`config.mk`:
```
export PLATFORM = sky130hd
export DESIGN_NAME = fp_divider_seq_flat
export DESIGN_NICKNAME = d
export VERILOG_FILES = /design/src/rtl/fp_div_pkg.sv /design/src/rtl/fp_divider_seq_if.sv /design/src/rtl/fp_round_rne.sv /design/src/rtl/fp_divider_seq.sv /design/src/flat_wrapper.sv
export SDC_FILE = /design/constraint.sdc
export NUM_CORES = 1
export LEC_CHECK = 0
export BUFFER_PORTS_ARGS = -buffer_cell sky130_fd_sc_hd__buf_2
export CAP_MARGIN = 20
export CELL_PAD_IN_SITES_DETAIL_PLACEMENT = 0
export CELL_PAD_IN_SITES_GLOBAL_PLACEMENT = 1
export CORE_MARGIN = 1.5
export CORE_UTILIZATION = 30
export DETAILED_ROUTE_END_ITERATION = 16
export GPL_TIMING_DRIVEN = 1
export PLACE_DENSITY = 0.68
export REMOVE_ABC_BUFFERS = 1
export SLEW_MARGIN = 15
export SYNTH_ARGS = -nofsm -noshare
export SYNTH_HDL_FRONTEND = slang
export SYNTH_SLANG_ARGS = --single-unit
export TNS_END_PERCENT = 1
```
`constraint.sdc`:
```
create_clock -name clk -period 6.22 [get_ports clk]
set_clock_uncertainty 0.2 [all_clocks]
set_input_delay 0.933 -clock clk [delete_from_list [all_inputs] [get_ports clk]]
set_output_delay 0.933 -clock clk [all_outputs]
set_load 0.02 [all_outputs]
```
`src/rtl/fp_div_pkg.sv`:
```
// Shared field widths, constants and FSM encoding for the sequential FP divider.
package fp_div_pkg;

  localparam int SIGN_W   = 1;
  localparam int EXP_W    = 8;
  localparam int MANT_W   = 23;
  localparam int EXP_BIAS = 127;
  localparam int QBITS    = 26;

  localparam logic [31:0] QNAN    = 32'h7FC0_0000;
  localparam logic [31:0] POS_INF = 32'h7F80_0000;
  localparam logic [31:0] ZERO    = 32'h0000_0000;

  typedef enum logic [2:0] {
    S_IDLE  = 3'd0,
    S_PREP  = 3'd1,
    S_DIV   = 3'd2,
    S_NORM  = 3'd3,
    S_ROUND = 3'd4,
    S_DONE  = 3'd5
  } state_t;

  // Assemble a single-precision word from its three fields.
  function automatic logic [31:0] pack_fp(input logic [SIGN_W-1:0] s,
                                          input logic [EXP_W-1:0]  e,
                                          input logic [MANT_W-1:0] m);
    return {s, e, m};
  endfunction

endpackage

```
`src/rtl/fp_divider_seq_if.sv`:
```
// Handshake and operand/result bundle between the controller and the divider.
interface fp_divider_seq_if;
  logic        start_i;
  logic [31:0] a_i;
  logic [31:0] b_i;
  logic        busy_o;
  logic        done_o;
  logic [31:0] result_o;
  logic        dz_o;

  modport master (output start_i, a_i, b_i, input busy_o, done_o, result_o, dz_o);
  modport slave  (input start_i, a_i, b_i, output busy_o, done_o, result_o, dz_o);
endinterface

```
`src/rtl/fp_round_rne.sv`:
```
// Round-to-nearest-even on a 24-bit mantissa plus final range check and packing.
module fp_round_rne
  import fp_div_pkg::*;
(
  input  logic              [23:0] mant_i,
  input  logic                     guard_i,
  input  logic                     sticky_i,
  input  logic signed       [9:0]  exp_i,
  input  logic                     sign_i,
  output logic              [31:0] result_o
);

  logic              inc_s;
  logic [24:0]       sum_s;
  logic [23:0]       mant_s;
  logic signed [9:0] exp_s;

  // Increment on guard when sticky or odd, renormalise a carry-out, then clamp range.
  always_comb begin
    inc_s = guard_i & (sticky_i | mant_i[0]);
    sum_s = {1'b0, mant_i} + {24'd0, inc_s};
    if (sum_s[24]) begin
      mant_s = 24'h80_0000;
      exp_s  = exp_i + 10'sd1;
    end else begin
      mant_s = sum_s[23:0];
      exp_s  = exp_i;
    end
    if (exp_s >= 10'sd255) begin
      result_o = POS_INF | {sign_i, 31'd0};
    end else if (exp_s <= 10'sd0) begin
      result_o = ZERO | {sign_i, 31'd0};
    end else begin
      result_o = pack_fp(sign_i, exp_s[7:0], mant_s[22:0]);
    end
  end

endmodule

```
`src/rtl/fp_divider_seq.sv`:
```
// Multi-cycle IEEE-754 single-precision divider: restoring mantissa division, RNE rounding.
module fp_divider_seq
  import fp_div_pkg::*;
(
  input  logic               clk,
  input  logic               rst,
  fp_divider_seq_if.slave    bus
);

  state_t              state_q, state_d;
  logic [31:0]         a_q, a_d, b_q, b_d;
  logic                sign_q, sign_d;
  logic signed [9:0]   exp_q, exp_d;
  logic [QBITS-1:0]    rem_q, rem_d;
  logic [23:0]         mb_q, mb_d;
  logic [QBITS-1:0]    quot_q, quot_d;
  logic [4:0]          cnt_q, cnt_d;
  logic [23:0]         mant_q, mant_d;
  logic                guard_q, guard_d, sticky_q, sticky_d;
  logic [31:0]         result_q, result_d;
  logic                dz_q, dz_d, busy_q, busy_d, done_q, done_d;

  logic                sa_s, sb_s;
  logic [EXP_W-1:0]    ea_s, eb_s;
  logic [MANT_W-1:0]   fa_s, fb_s;
  logic                a_zero_s, b_zero_s, a_inf_s, b_inf_s, a_nan_s, b_nan_s;
  logic [QBITS:0]      diff_s;
  logic [QBITS-1:0]    rem_next_s;
  logic [31:0]         rnd_res_s;

  fp_round_rne u_round (
    .mant_i   (mant_q),
    .guard_i  (guard_q),
    .sticky_i (sticky_q),
    .exp_i    (exp_q),
    .sign_i   (sign_q),
    .result_o (rnd_res_s)
  );

  // Operand classification; denormals are treated as zero.
  always_comb begin
    sa_s     = a_q[31];
    sb_s     = b_q[31];
    ea_s     = a_q[30:23];
    eb_s     = b_q[30:23];
    fa_s     = a_q[22:0];
    fb_s     = b_q[22:0];
    a_zero_s = (ea_s == 8'h00);
    b_zero_s = (eb_s == 8'h00);
    a_inf_s  = (ea_s == 8'hFF) && (fa_s == 23'd0);
    b_inf_s  = (eb_s == 8'hFF) && (fb_s == 23'd0);
    a_nan_s  = (ea_s == 8'hFF) && (fa_s != 23'd0);
    b_nan_s  = (eb_s == 8'hFF) && (fb_s != 23'd0);
    diff_s     = {1'b0, rem_q} - {3'b000, mb_q};
    rem_next_s = diff_s[QBITS] ? rem_q : diff_s[QBITS-1:0];
  end

  // Next-state and datapath update for each FSM phase; outputs derived from next state.
  always_comb begin
    state_d  = state_q;
    a_d      = a_q;
    b_d      = b_q;
    sign_d   = sign_q;
    exp_d    = exp_q;
    rem_d    = rem_q;
    mb_d     = mb_q;
    quot_d   = quot_q;
    cnt_d    = cnt_q;
    mant_d   = mant_q;
    guard_d  = guard_q;
    sticky_d = sticky_q;
    result_d = result_q;
    dz_d     = dz_q;
    case (state_q)
      S_IDLE: begin
        if (bus.start_i) begin
          a_d     = bus.a_i;
          b_d     = bus.b_i;
          dz_d    = 1'b0;
          state_d = S_PREP;
        end else begin
          state_d = S_IDLE;
        end
      end
      S_PREP: begin
        sign_d = sa_s ^ sb_s;
        if (a_nan_s || b_nan_s) begin
          result_d = QNAN;
          state_d  = S_DONE;
        end else if ((a_zero_s && b_zero_s) || (a_inf_s && b_inf_s)) begin
          result_d = QNAN;
          state_d  = S_DONE;
        end else if (b_zero_s) begin
          result_d = POS_INF | {sa_s ^ sb_s, 31'd0};
          dz_d     = 1'b1;
          state_d  = S_DONE;
        end else if (a_inf_s) begin
          result_d = POS_INF | {sa_s ^ sb_s, 31'd0};
          state_d  = S_DONE;
        end else if (a_zero_s || b_inf_s) begin
          result_d = ZERO | {sa_s ^ sb_s, 31'd0};
          state_d  = S_DONE;
        end else begin
          exp_d   = {2'b00, ea_s} - {2'b00, eb_s} + 10'(EXP_BIAS);
          rem_d   = {2'b00, 1'b1, fa_s};
          mb_d    = {1'b1, fb_s};
          quot_d  = {QBITS{1'b0}};
          cnt_d   = 5'd0;
          state_d = S_DIV;
        end
      end
      S_DIV: begin
        quot_d = {quot_q[QBITS-2:0], ~diff_s[QBITS]};
        rem_d  = rem_next_s << 1;
        cnt_d  = cnt_q + 5'd1;
        if (cnt_q == 5'(QBITS - 1)) begin
          state_d = S_NORM;
        end else begin
          state_d = S_DIV;
        end
      end
      S_NORM: begin
        if (quot_q[QBITS-1]) begin
          mant_d   = quot_q[25:2];
          guard_d  = quot_q[1];
          sticky_d = quot_q[0] | (rem_q != {QBITS{1'b0}});
        end else begin
          mant_d   = quot_q[24:1];
          guard_d  = quot_q[0];
          sticky_d = (rem_q != {QBITS{1'b0}});
          exp_d    = exp_q - 10'sd1;
        end
        state_d = S_ROUND;
      end
      S_ROUND: begin
        result_d = rnd_res_s;
        state_d  = S_DONE;
      end
      S_DONE: begin
        state_d = S_IDLE;
      end
      default: begin
        state_d = S_IDLE;
      end
    endcase
    busy_d = (state_d != S_IDLE);
    done_d = (state_d == S_DONE);
  end

  // State and datapath registers with synchronous reset.
  always_ff @(posedge clk) begin
    if (rst) begin
      state_q  <= S_IDLE;
      a_q      <= 32'd0;
      b_q      <= 32'd0;
      sign_q   <= 1'b0;
      exp_q    <= 10'sd0;
      rem_q    <= {QBITS{1'b0}};
      mb_q     <= 24'd0;
      quot_q   <= {QBITS{1'b0}};
      cnt_q    <= 5'd0;
      mant_q   <= 24'd0;
      guard_q  <= 1'b0;
      sticky_q <= 1'b0;
      result_q <= ZERO;
      dz_q     <= 1'b0;
      busy_q   <= 1'b0;
      done_q   <= 1'b0;
    end else begin
      state_q  <= state_d;
      a_q      <= a_d;
      b_q      <= b_d;
      sign_q   <= sign_d;
      exp_q    <= exp_d;
      rem_q    <= rem_d;
      mb_q     <= mb_d;
      quot_q   <= quot_d;
      cnt_q    <= cnt_d;
      mant_q   <= mant_d;
      guard_q  <= guard_d;
      sticky_q <= sticky_d;
      result_q <= result_d;
      dz_q     <= dz_d;
      busy_q   <= busy_d;
      done_q   <= done_d;
    end
  end

  assign bus.busy_o   = busy_q;
  assign bus.done_o   = done_q;
  assign bus.result_o = result_q;
  assign bus.dz_o     = dz_q;

endmodule

```
`src/flat_wrapper.sv`:
```
// flat-port wrapper written by rule: the top's interface ports become plain ports
module fp_divider_seq_flat import fp_div_pkg::*;
  (clk, rst, bus_start_i, bus_a_i, bus_b_i, bus_busy_o, bus_done_o, bus_result_o, bus_dz_o);
  fp_divider_seq_if bus_i ();
  input  logic clk;
  input  logic rst;
  input wire logic [$bits(bus_i.start_i)-1:0] bus_start_i;
  input wire logic [$bits(bus_i.a_i)-1:0] bus_a_i;
  input wire logic [$bits(bus_i.b_i)-1:0] bus_b_i;
  output wire logic [$bits(bus_i.busy_o)-1:0] bus_busy_o;
  output wire logic [$bits(bus_i.done_o)-1:0] bus_done_o;
  output wire logic [$bits(bus_i.result_o)-1:0] bus_result_o;
  output wire logic [$bits(bus_i.dz_o)-1:0] bus_dz_o;
  assign bus_i.start_i = bus_start_i;
  assign bus_i.a_i = bus_a_i;
  assign bus_i.b_i = bus_b_i;
  assign bus_busy_o = bus_i.busy_o;
  assign bus_done_o = bus_i.done_o;
  assign bus_result_o = bus_i.result_o;
  assign bus_dz_o = bus_i.dz_o;
  fp_divider_seq u_core (.clk(clk), .rst(rst), .bus(bus_i));
endmodule
```
==> run summary, run 1 <==
status: completed
area delta synth->final: 15.0%
Worst R2R Start: u_core.mant_q[0]$_SDFFE_PP0P_
Avg Inst Size Synth: 7.75 um2
die area: 39,800 um2
first-pass GRT wire length: 52.7 mm
post-DR vias/cell: 5.07
critical path endpoint category: flop
1st-iter DRT viols: 577
register area share after synthesis: 38.0%
number of antenna diodes: 0
worst path cell trace: o21a_1 -> ha_1 -> ha_1 -> nand2_1 -> or4_1 -> nor2_2 -> a211oi_1 -> o311ai_2 -> o21ai_2 -> or4_4 -> o21ai_0
layout cell share with drive strength beyond 1: 13.1%
Root Buffer: clkbuf_16
worst setup path category: flop to flop
GRT Max-Usage Layer: met2
EDFF count, synth: 0
initial antenna violation count: 0
Reg2Reg Depth: 11
Static Leakage: 4.86 nW
post-synthesis compound-gate area fraction: 19.6%
ranking of synthesized cells by area: dfxtp_1, nand2_1, a21oi_1
Cell Pwr Density: 469 nW/um2
leading area contributor after synthesis: dfxtp_1
crit share post-route: 61.1%
H-Tree Depth: 1
GR met2 Demand/Resource: 26.6%
CP max-delay cell: or4_1
Setup WS post-layout: 2.42 ns
final cell count without fillers: 2,067
combinational family with the most area after synthesis: simple AND/OR/NAND/NOR gates
Filler cells: 4,095
Syn Std Cell Area: 11,600 um2
routed via count: 10,500
latest clock arrival within the worst-skew pair: 0.54 ns
worst hold path endpoint: u_core.bus.result_o[5]$_SDFFE_PP0P_
gr ovfl total: 0
Layout Nets: 1,647
vias in the first global route: 10,100
Post-Route WL: 32.2 mm
Worst-path clk slew: 0.06 ns
pre-CTS setup slack: 2.41 ns
simple-gate share of the synthesized area: 24.6%
num ports: 102
max-cap violations: 0
placed cell count: 2,023
post-layout min period: 3.80 ns
Final Hold Fails: 0
max incr delay on CP: 0.71 ns
largest net degree at the start of global routing: 68
CTS tree: built
mux contribution to synthesized area: 3.72%
synth unique cells: 75
async set-reset flop share out of synthesis: 0%
Die Y: 200 um
# hold bufs at CTS: 0
GR Util met1: 22.7%
Max Root-Sink Buffers: 3
Cell Rows: 71
commonest cells after routing, fill and taps aside: nand2_1, dfxtp_1, a21oi_1, buf_2, nor2_1
number of I/O port buffers: 101
DRT Pass-1 Iters: 4
WL per Instance: 15.6 um
detailed placement HPWL: 22.7 mm
Adder-Cell Fraction of Synth Area: 4.56%
Reg2Reg Setup Slack: 2.42 ns
core area: 37,800 um2
post-CTS setup buffers: 0
Worst Path Max Fanout: 22
Yosys warning count: 0
commonest non-fill, non-tap cell in the layout: nand2_1
Synth top area share: 38.0%
Total GRT Usage: 16.2%
worst hold path type: flop to flop
Worst setup SP type: flop
Sum Neg Setup Slack: 0 ns
setup violators final: 0
CP required: 6.48 ns
Synth Flop Type: dfxtp_1
gpl congestion: 0.895
Synth Register Bits: 220
final slew viol count: 0
CTS buffer count: 25
Worst Hold Launch: u_core.bus.result_o[5]$_SDFFE_PP0P_
Post-route DRC: 0
count of clock tree sinks: 220
Post-CTS Resized: 0
Routed Antenna Nets: 0
die width: 200 um
WHS Path Cells: 2
starting density of the core: 30.6%
crit-path most repeated cell: ha_1
worst r2r dst: u_core.bus.result_o[3]$_SDFFE_PP0P_
unrepaired setup endpoints after global routing: false
Worst-Margin Slew: 0.949 ns
Syn Inst Count: 1,496
achievable clock frequency: 263 MHz
VDD IR max: 290 uV
fraction of synthesized cell area in xor and xnor cells: 4.53%
met3 usage: 1.86%
CP arrival: 4.06 ns
max_slew headroom: 36.4%
-- synthesized netlist by cell type, types with 6 or more instances --
library cell and number:
inv_1 53, nor3_1 31, xor2_1 28, and3_1 10, or3_1 13, o21ai_2 21
a21o_1 7, ha_1 39, clkbuf_1 76, xnor2_1 32, o21ai_0 27, nand3_1 61
a31oi_1 20, nand2_1 314, nor4_1 20, nand2b_1 10, and2_1 9, o211ai_1 10
a211oi_1 34, mux2i_1 42, or4_1 9, nand4_1 23, o311a_1 6, buf_1 14
nor2_1 92, a21oi_1 171, or2_2 7, dfxtp_1 220
-- per-layer routing --
metal / vias to the layer above / wire length [um]
li1: 5347 / -
met5: - / 0
met3: 39 / 966
met2: 180 / 14600
met1: 4907 / 16100
met4: 0 / 571
-- registers in the layout (all words and copies together) (netlist names) --
signal and count:
u_core.mant_q 24, u_core.bus.result_o 32, u_core.a_q 32, u_core.exp_q 10, u_core.sign_q 1, u_core.guard_q 1, u_core.bus.busy_o 1, u_core.sticky_q 1
u_core.quot_q 26, u_core.cnt_q 5, u_core.state_q 3, u_core.mb_q 24, u_core.b_q 32, u_core.bus.done_o 1, u_core.rem_q 26, u_core.bus.dz_o 1
-- cell type report --
type,instances,area [um2],share of cell area (%)
clock buffers,35,723,5.43
clock inverters,9,113,0.845
inverters,54,203,1.52
multi-input cells,1125,6640,49.8
flip-flops and latches,220,4400,33.1
well taps,511,639,4.80
repair buffers,113,602,4.52
-- worst max-delay path by stage --
stage / startpoint / endpoint / slack [ns] / depth (start not counted)
4_1_cts: u_core.mant_q[0]$_SDFFE_PP0P_ / u_core.bus.result_o[3]$_SDFFE_PP0P_ / 2.40 / 11
2_1_floorplan: u_core.mb_q[15]$_SDFFE_PP0P_ / u_core.rem_q[14]$_SDFFE_PP0P_ / 1.33 / 10
3_5_place_dp: u_core.mant_q[0]$_SDFFE_PP0P_ / u_core.bus.result_o[3]$_SDFFE_PP0P_ / 2.41 / 11
5_1_grt: u_core.mant_q[0]$_SDFFE_PP0P_ / u_core.bus.result_o[2]$_SDFFE_PP0P_ / 2.09 / 11
6_report: u_core.mant_q[0]$_SDFFE_PP0P_ / u_core.bus.result_o[3]$_SDFFE_PP0P_ / 2.42 / 11
3_3_place_gp: u_core.mant_q[0]$_SDFFE_PP0P_ / u_core.bus.result_o[3]$_SDFFE_PP0P_ / 2.50 / 11
-- per-stage QoR --
| stage | total power, mW | cell area [um2] | hold WS [ns] | util [%] |
|---|---|---|---|---|
| 6_report | 6.25 | 13300 | 0.247 | 35.2 |
| 5_1_grt | 6.70 | 13300 | 0.272 | 35.2 |
| 4_1_cts | 6.30 | 13300 | 0.253 | 35.2 |
| 3_5_place_dp | 4.78 | 12500 | 0.240 | 33.0 |
| 3_3_place_gp | 4.77 | 12500 | 0.232 | 33.0 |
| 2_1_floorplan | 3.86 | 11200 | 0.230 | - |
-- where the power goes --
part	leakage, nW	total [mW]	internal (mW)	switching [mW]
Sequential	1.79	1.82	1.60	0.221
Combinational	2.66	2.93	1.12	1.80
Clock	0.414	1.49	0.894	0.600
-- critical path, delay by kind of cell (launching register included) --
family	cells	cell delay (ns)
adder cells (fa/ha/maj)	2	0.42
AND/OR/NAND/NOR	4	1.83
AO/OA/AOI/OAI	5	0.91
flip-flops	1	0.35
-- cells by family after synthesis --
logic type,Yosys count
compound gates,356
xor+xnor,60
mux,43
buf+inv,151
simple gates,625
fa+ha+maj,41
flops,220
Note: power is estimated with default switching activity, not from simulation.
==> run 2, diff against run 1 <==
==> constraint.sdc (replaced) <==
create_clock -name clk -period 3.94 [get_ports clk]
set_clock_uncertainty 0.2 [all_clocks]
set_input_delay 0.591 -clock clk [delete_from_list [all_inputs] [get_ports clk]]
set_output_delay 0.591 -clock clk [all_outputs]
set_load 0.02 [all_outputs]
==> run 2 against run 1 <==
Total power rose by 62%. Largest power group unchanged. Cell area up 1.7%. Largest cell class unchanged. Sequential power grew 57%. Worst hold slack lost 0.18 ns. Clock power increased by 67%. Global-route usage rose by 0.27 points. Worst setup slack lost 2.1 ns. Register-to-register slack worse by 2.1 ns. Die area unchanged. Routed wire length grew 1.7%. Non-clock buffer count rose by 16.
==> run summary, run 2 (synthesized netlist as in run 1, its figures left out) <==
detailed placement HPWL: 23.1 mm (+1.9%)
Worst Hold Launch: bus_a_i[27]
max_slew headroom: 36.9% (+0.55 points)
1st-iter DRT viols: 569 (-1.4%)
count of clock tree sinks: 220 (unchanged)
gpl congestion: 0.887 (-0.82%)
# hold bufs at CTS: 0 (unchanged)
die width: 200 um (unchanged)
achievable clock frequency: 275 MHz (+4.5%)
Post-CTS Resized: 0 (unchanged)
Worst-Margin Slew: 0.944 ns (-0.00528 ns)
Reg2Reg Depth: 11 (unchanged)
Layout Nets: 1,664 (+1.0%)
worst r2r dst: u_core.bus.result_o[3]$_SDFFE_PP0P_
number of I/O port buffers: 101 (unchanged)
Worst-path clk slew: 0.06 ns (about the same)
critical path endpoint category: flop
Post-route DRC: 0 (unchanged)
Cell Rows: 71 (unchanged)
worst hold path type: input pin to flop
Reg2Reg Setup Slack: 0.30 ns (-2.12 ns)
Post-Route WL: 32.8 mm (+1.7%)
starting density of the core: 30.6% (unchanged)
Worst R2R Start: u_core.mant_q[0]$_SDFFE_PP0P_
post-CTS setup buffers: 0 (unchanged)
routed via count: 10,500 (+0.54%)
first-pass GRT wire length: 53.0 mm (+0.64%)
final hold slack: 0.0713 ns (-0.176 ns)
unrepaired setup endpoints after global routing: false
vias in the first global route: 10,000 (-0.77%)
layout cell share with drive strength beyond 1: 14.0% (+0.93 points)
CTS tree: built
gr ovfl total: 0 (unchanged)
number of antenna diodes: 0 (unchanged)
latest clock arrival within the worst-skew pair: 0.55 ns (about the same)
Cell Int Power: 5.92 mW (+64%)
Root Buffer: clkbuf_16
worst hold path endpoint: u_core.a_q[27]$_SDFFE_PP0P_
area delta synth->final: 16.9%
Routed Antenna Nets: 0 (unchanged)
crit share post-route: 92.4% (+31 points)
CTS buffer count: 26 (+4.0%)
Final Hold Fails: 0 (unchanged)
placed cell count: 2,039 (+0.79%)
Max Root-Sink Buffers: 3 (unchanged)
VDD IR max: 451 uV (+55%)
WL per Instance: 15.7 um (+0.87%)
final cell count without fillers: 2,085 (+0.87%)
status: completed
Flop pwr share: 28.1% (-1.1 points)
largest net degree at the start of global routing: 118 (+74%)
core area: 37,800 um2 (unchanged)
CP required: 4.21 ns (-2.27 ns)
H-Tree Depth: 1 (unchanged)
CP arrival: 3.92 ns (-0.14 ns)
num ports: 102 (unchanged)
Die Y: 200 um (unchanged)
WHS Path Cells: 3 (+1)
Worst setup SP type: flop
post-DR vias/cell: 5.05 (-0.32%)
commonest cells after routing, fill and taps aside: nand2_1, dfxtp_1, a21oi_1, buf_2, nor2_1
DRT Pass-1 Iters: 6 (+2)
Cell Pwr Density: 748 nW/um2 (+60%)
Setup WS post-layout: 0.299 ns (-2.12 ns)
die area: 39,800 um2 (unchanged)
Sw Pwr: 4.21 mW (+60%)
post-layout min period: 3.64 ns (-0.162 ns)
Worst Path Max Fanout: 22 (unchanged)
net switching fraction of the power: 41.5% (-0.50 points)
max-cap violations: 0 (unchanged)
Total GRT Usage: 16.5% (+0.27 points)
Gate power share: 47.3% (+0.4 points)
setup violators final: 0 (unchanged)
initial antenna violation count: 0 (unchanged)
final slew viol count: 0 (unchanged)
worst setup path category: flop to flop
pre-CTS setup slack: 0.168 ns (-2.24 ns)
commonest non-fill, non-tap cell in the layout: nand2_1
Static Leakage: 4.98 nW (+2.5%)
Clk pwr share: 24.6% (+0.7 points)
## run 2: changes by cell type in the layout (fill, tap and decap cells not counted), sizes merged
cell / delta
buf: +16
bufinv: +1
clkbuf: +2
inv: -1
## run 2: final cells by class
type,instances,area (um2)
fill,4071,24300
sequential,220,4400
clock buffer,37,752
multi-input combinational,1125,6640
inverter,54,203
clock inverter,9,134
tap,511,639
timing repair buffer,129,772
## run 2: worst max-delay path, cell delays in order, from the launching register on
cell and delay [ns]:
dfxtp_1 0.36, o21a_1 0.13, ha_1 0.18, ha_1 0.23, nand2_1 0.09, or4_4 0.60, o41ai_2 0.40, a221oi_1 0.15
a211oi_2 0.29, o21ai_2 0.09, or4_4 0.62, o21ai_0 0.22
## run 2: routing by layer
metal / track usage (%) / routed length (um)
met5: 0 / 0
met4: 4.18 / 728
met3: 2.26 / 1220
met2: 26.5 / 14500
met1: 23.0 / 16300
## run 2: worst max path at each step
stage / start / to / slack, ns / cells after the start
3_5_place_dp: u_core.mant_q[0]$_SDFFE_PP0P_ / u_core.bus.result_o[3]$_SDFFE_PP0P_ / 0.17 / 11
6_report: u_core.mant_q[0]$_SDFFE_PP0P_ / u_core.bus.result_o[3]$_SDFFE_PP0P_ / 0.30 / 11
2_1_floorplan: u_core.mb_q[15]$_SDFFE_PP0P_ / u_core.rem_q[14]$_SDFFE_PP0P_ / -0.95 / 10
4_1_cts: u_core.mant_q[0]$_SDFFE_PP0P_ / u_core.bus.result_o[3]$_SDFFE_PP0P_ / 0.14 / 11
5_1_grt: u_core.mant_q[0]$_SDFFE_PP0P_ / u_core.bus.result_o[3]$_SDFFE_PP0P_ / 0.03 / 11
3_3_place_gp: u_core.mant_q[0]$_SDFFE_PP0P_ / u_core.bus.result_o[3]$_SDFFE_PP0P_ / 0.23 / 11
## run 2: through the flow
stage	total power, mW	TNS (ns)	area (um2)	util, %
floorplan	5.96	-41.62	11200	-
global placement	7.65	0	12700	33.4
detailed placement	7.66	0	12700	33.4
CTS	10.2	0	13500	35.8
global route	10.9	0	13500	35.8
finish	10.1	0	13500	35.8
## run 2: power groups by stage
stage	clock network [mW]	logic, mW	registers, mW
3_5_place_dp	0	4.77	2.89
3_3_place_gp	0	4.77	2.89
6_report	2.49	4.79	2.85
5_1_grt	2.65	5.32	2.90
2_1_floorplan	0	3.08	2.87
4_1_cts	2.57	4.80	2.85
==> run 3, diff against run 2 <==
--- a/config.mk
+++ b/config.mk
@@ -9,6 +9,7 @@
 export CAP_MARGIN = 20
 export CELL_PAD_IN_SITES_DETAIL_PLACEMENT = 0
 export CELL_PAD_IN_SITES_GLOBAL_PLACEMENT = 1
+export CORE_ASPECT_RATIO = 1.5
 export CORE_MARGIN = 1.5
 export CORE_UTILIZATION = 30
 export DETAILED_ROUTE_END_ITERATION = 16
==> run 3 against run 2 <==
Non-clock buffer count is 2 lower. Sequential cell count did not move. Largest power group unchanged. Highest routed layer unchanged. Sequential power barely moved. Register-to-register slack barely moved. Maximum frequency is 0.35% lower. Critical endpoint unchanged. Total power decreased by 0.54%. Cell count decreased by 0.96%. Via count shrank 0.46%. Global-route usage fell by 0.32 points. Routed wire length decreased by 0.93%.
==> run summary, run 3 (synthesized netlist as in run 1, its figures left out) <==
# hold bufs at CTS: 0 (unchanged)
VDD IR max: 422 uV (-6.5%)
vias in the first global route: 10,200 (+1.4%)
Reg2Reg Depth: 11 (unchanged)
number of antenna diodes: 0 (unchanged)
WHS Path Cells: 3 (unchanged)
1st-iter DRT viols: 512 (-10%)
unrepaired setup endpoints after global routing: false
CTS buffer count: 25 (-3.8%)
post-layout min period: 3.65 ns (+0.0129 ns)
Cell Rows: 88 (+24%)
max_slew headroom: 35.5% (-1.4 points)
final cell count without fillers: 2,065 (-0.96%)
starting density of the core: 30.2% (-0.38 points)
worst hold path endpoint: u_core.a_q[26]$_SDFFE_PP0P_
worst setup path category: flop to flop
Total GRT Usage: 16.2% (-0.32 points)
first-pass GRT wire length: 52.3 mm (-1.4%)
CP arrival: 3.90 ns (-0.02 ns)
Max Root-Sink Buffers: 3 (unchanged)
worst hold path type: input pin to flop
die width: 163 um (-18%)
commonest cells after routing, fill and taps aside: nand2_1, dfxtp_1, a21oi_1, buf_2, nor2_1
status: completed
WL per Instance: 15.7 um (about the same)
met3 wire len: 975 um (-20%)
CTS tree: built
Worst-path clk slew: 0.06 ns (about the same)
detailed placement HPWL: 23.2 mm (+0.50%)
latest clock arrival within the worst-skew pair: 0.53 ns (-0.02 ns)
total power: 10.1 mW (-0.54%)
placed cell count: 2,021 (-0.88%)
Worst Path Max Fanout: 11 (-50%)
Placed Area: 12,600 um2 (-0.43%)
Worst-Margin Slew: 0.965 ns (+0.0216 ns)
Routed Antenna Nets: 0 (unchanged)
Worst Hold Launch: bus_a_i[26]
crit share post-route: 92.7% (+0.33 points)
CP required: 4.19 ns (-0.02 ns)
Reg2Reg Setup Slack: 0.29 ns (about the same)
gpl congestion: 0.912 (+2.8%)
layout cell share with drive strength beyond 1: 13.9% (-0.16 points)
count of clock tree sinks: 220 (unchanged)
wl on met1: 13.9 mm (-15%)
num ports: 102 (unchanged)
Layout Nets: 1,662 (-0.12%)
critical path endpoint category: flop
Static Leakage: 4.96 nW (-0.56%)
core area: 38,300 um2 (+1.2%)
post-CTS setup buffers: 0 (unchanged)
worst r2r dst: u_core.bus.result_o[3]$_SDFFE_PP0P_
gr ovfl total: 0 (unchanged)
number of I/O port buffers: 101 (unchanged)
area delta synth->final: 16.5%
Worst setup SP type: flop
Post-CTS Resized: 0 (unchanged)
initial antenna violation count: 0 (unchanged)
DRT Pass-1 Iters: 5 (-1)
commonest non-fill, non-tap cell in the layout: nand2_1
Routed met2 length: 16.8 mm (+16%)
setup violators final: 0 (unchanged)
routed via count: 10,500 (-0.46%)
Die Y: 244 um (+22%)
achievable clock frequency: 274 MHz (-0.35%)
post-DR vias/cell: 5.08 (+0.51%)
DR top layer: met4
Cell Pwr Density: 746 nW/um2 (-0.23%)
Worst R2R Start: u_core.mant_q[0]$_SDFFE_PP0P_
largest net degree at the start of global routing: 172 (+46%)
final slew viol count: 0 (unchanged)
final instance area: 13,500 um2 (-0.31%)
Root Buffer: clkbuf_16
max-cap violations: 0 (unchanged)
Post-route DRC: 0 (unchanged)
Final Hold Fails: 0 (unchanged)
die area: 39,800 um2 (about the same)
H-Tree Depth: 1 (unchanged)
Post-Route WL: 32.5 mm (-0.93%)
run 3: changes by cell type in the layout (fill, tap and decap cells not counted), sizes merged:
cell / before / now
clkbuf: 37 / 32
bufinv: 3 / 6
buf: 129 / 127
clkinv: 6 / 4
clkinvlp: 1 / 2
or4: 11 / 12
run 3: worst max-delay path, stage by stage, from the launching register on:
cell	delay (ns)
dfxtp_1	0.36
o21a_1	0.13
ha_1	0.19
ha_1	0.18
nand2_1	0.08
or4_4	0.59
o41ai_2	0.41
a221oi_1	0.17
a211oi_2	0.30
o21ai_2	0.14
or4_4	0.64
o21ai_0	0.19
run 3: worst max path at each step:
stage / start / to / slack (ns)
CTS: u_core.mant_q[0]$_SDFFE_PP0P_ / u_core.bus.result_o[2]$_SDFFE_PP0P_ / 0.22
detailed placement: u_core.mant_q[0]$_SDFFE_PP0P_ / u_core.bus.result_o[2]$_SDFFE_PP0P_ / 0.24
global placement: u_core.mant_q[0]$_SDFFE_PP0P_ / u_core.bus.result_o[3]$_SDFFE_PP0P_ / 0.30
finish: u_core.mant_q[0]$_SDFFE_PP0P_ / u_core.bus.result_o[3]$_SDFFE_PP0P_ / 0.29
floorplan: u_core.mb_q[15]$_SDFFE_PP0P_ / u_core.rem_q[14]$_SDFFE_PP0P_ / -0.95
global route: u_core.mant_q[0]$_SDFFE_PP0P_ / u_core.bus.result_o[2]$_SDFFE_PP0P_ / 0.03
run 3: area by class of cell:
type	count	area, um2
Clock buffer	32	672
Clock inverter	11	214
Fill cell	4143	24800
Inverter	54	203
Multi-Input combinational cell	1126	6660
Sequential cell	220	4400
Tap cell	495	619
Timing Repair Buffer	127	732
run 3: where the power goes:
group / internal, mW / switching [mW] / total, mW / leakage, nW
registers: 2.53 / 0.326 / 2.86 / 1.79
logic: 1.84 / 2.84 / 4.68 / 2.74
clock network: 1.59 / 0.944 / 2.54 / 0.425
total: 5.97 / 4.11 / 10.1 / 4.96
run 3: per-stage QoR:
step	util (%)	hold slack, ns	worst slack [ns]	TNS (ns)
2_1_floorplan	-	0.230	-0.949	-41.62
6_report	35.2	0.0984	0.286	0
3_3_place_gp	32.9	0.237	0.299	0
4_1_cts	35.2	0.0718	0.221	0
3_5_place_dp	32.9	0.236	0.238	0
5_1_grt	35.2	0.0919	0.0328	0
run 3: routing by layer:
metal / vias to the layer above / track usage (%)
li1: 5361 / -
met1: 4886 / 19.0
met2: 183 / 30.0
met3: 52 / 1.63
met4: 0 / 5.21
met5: - / 0
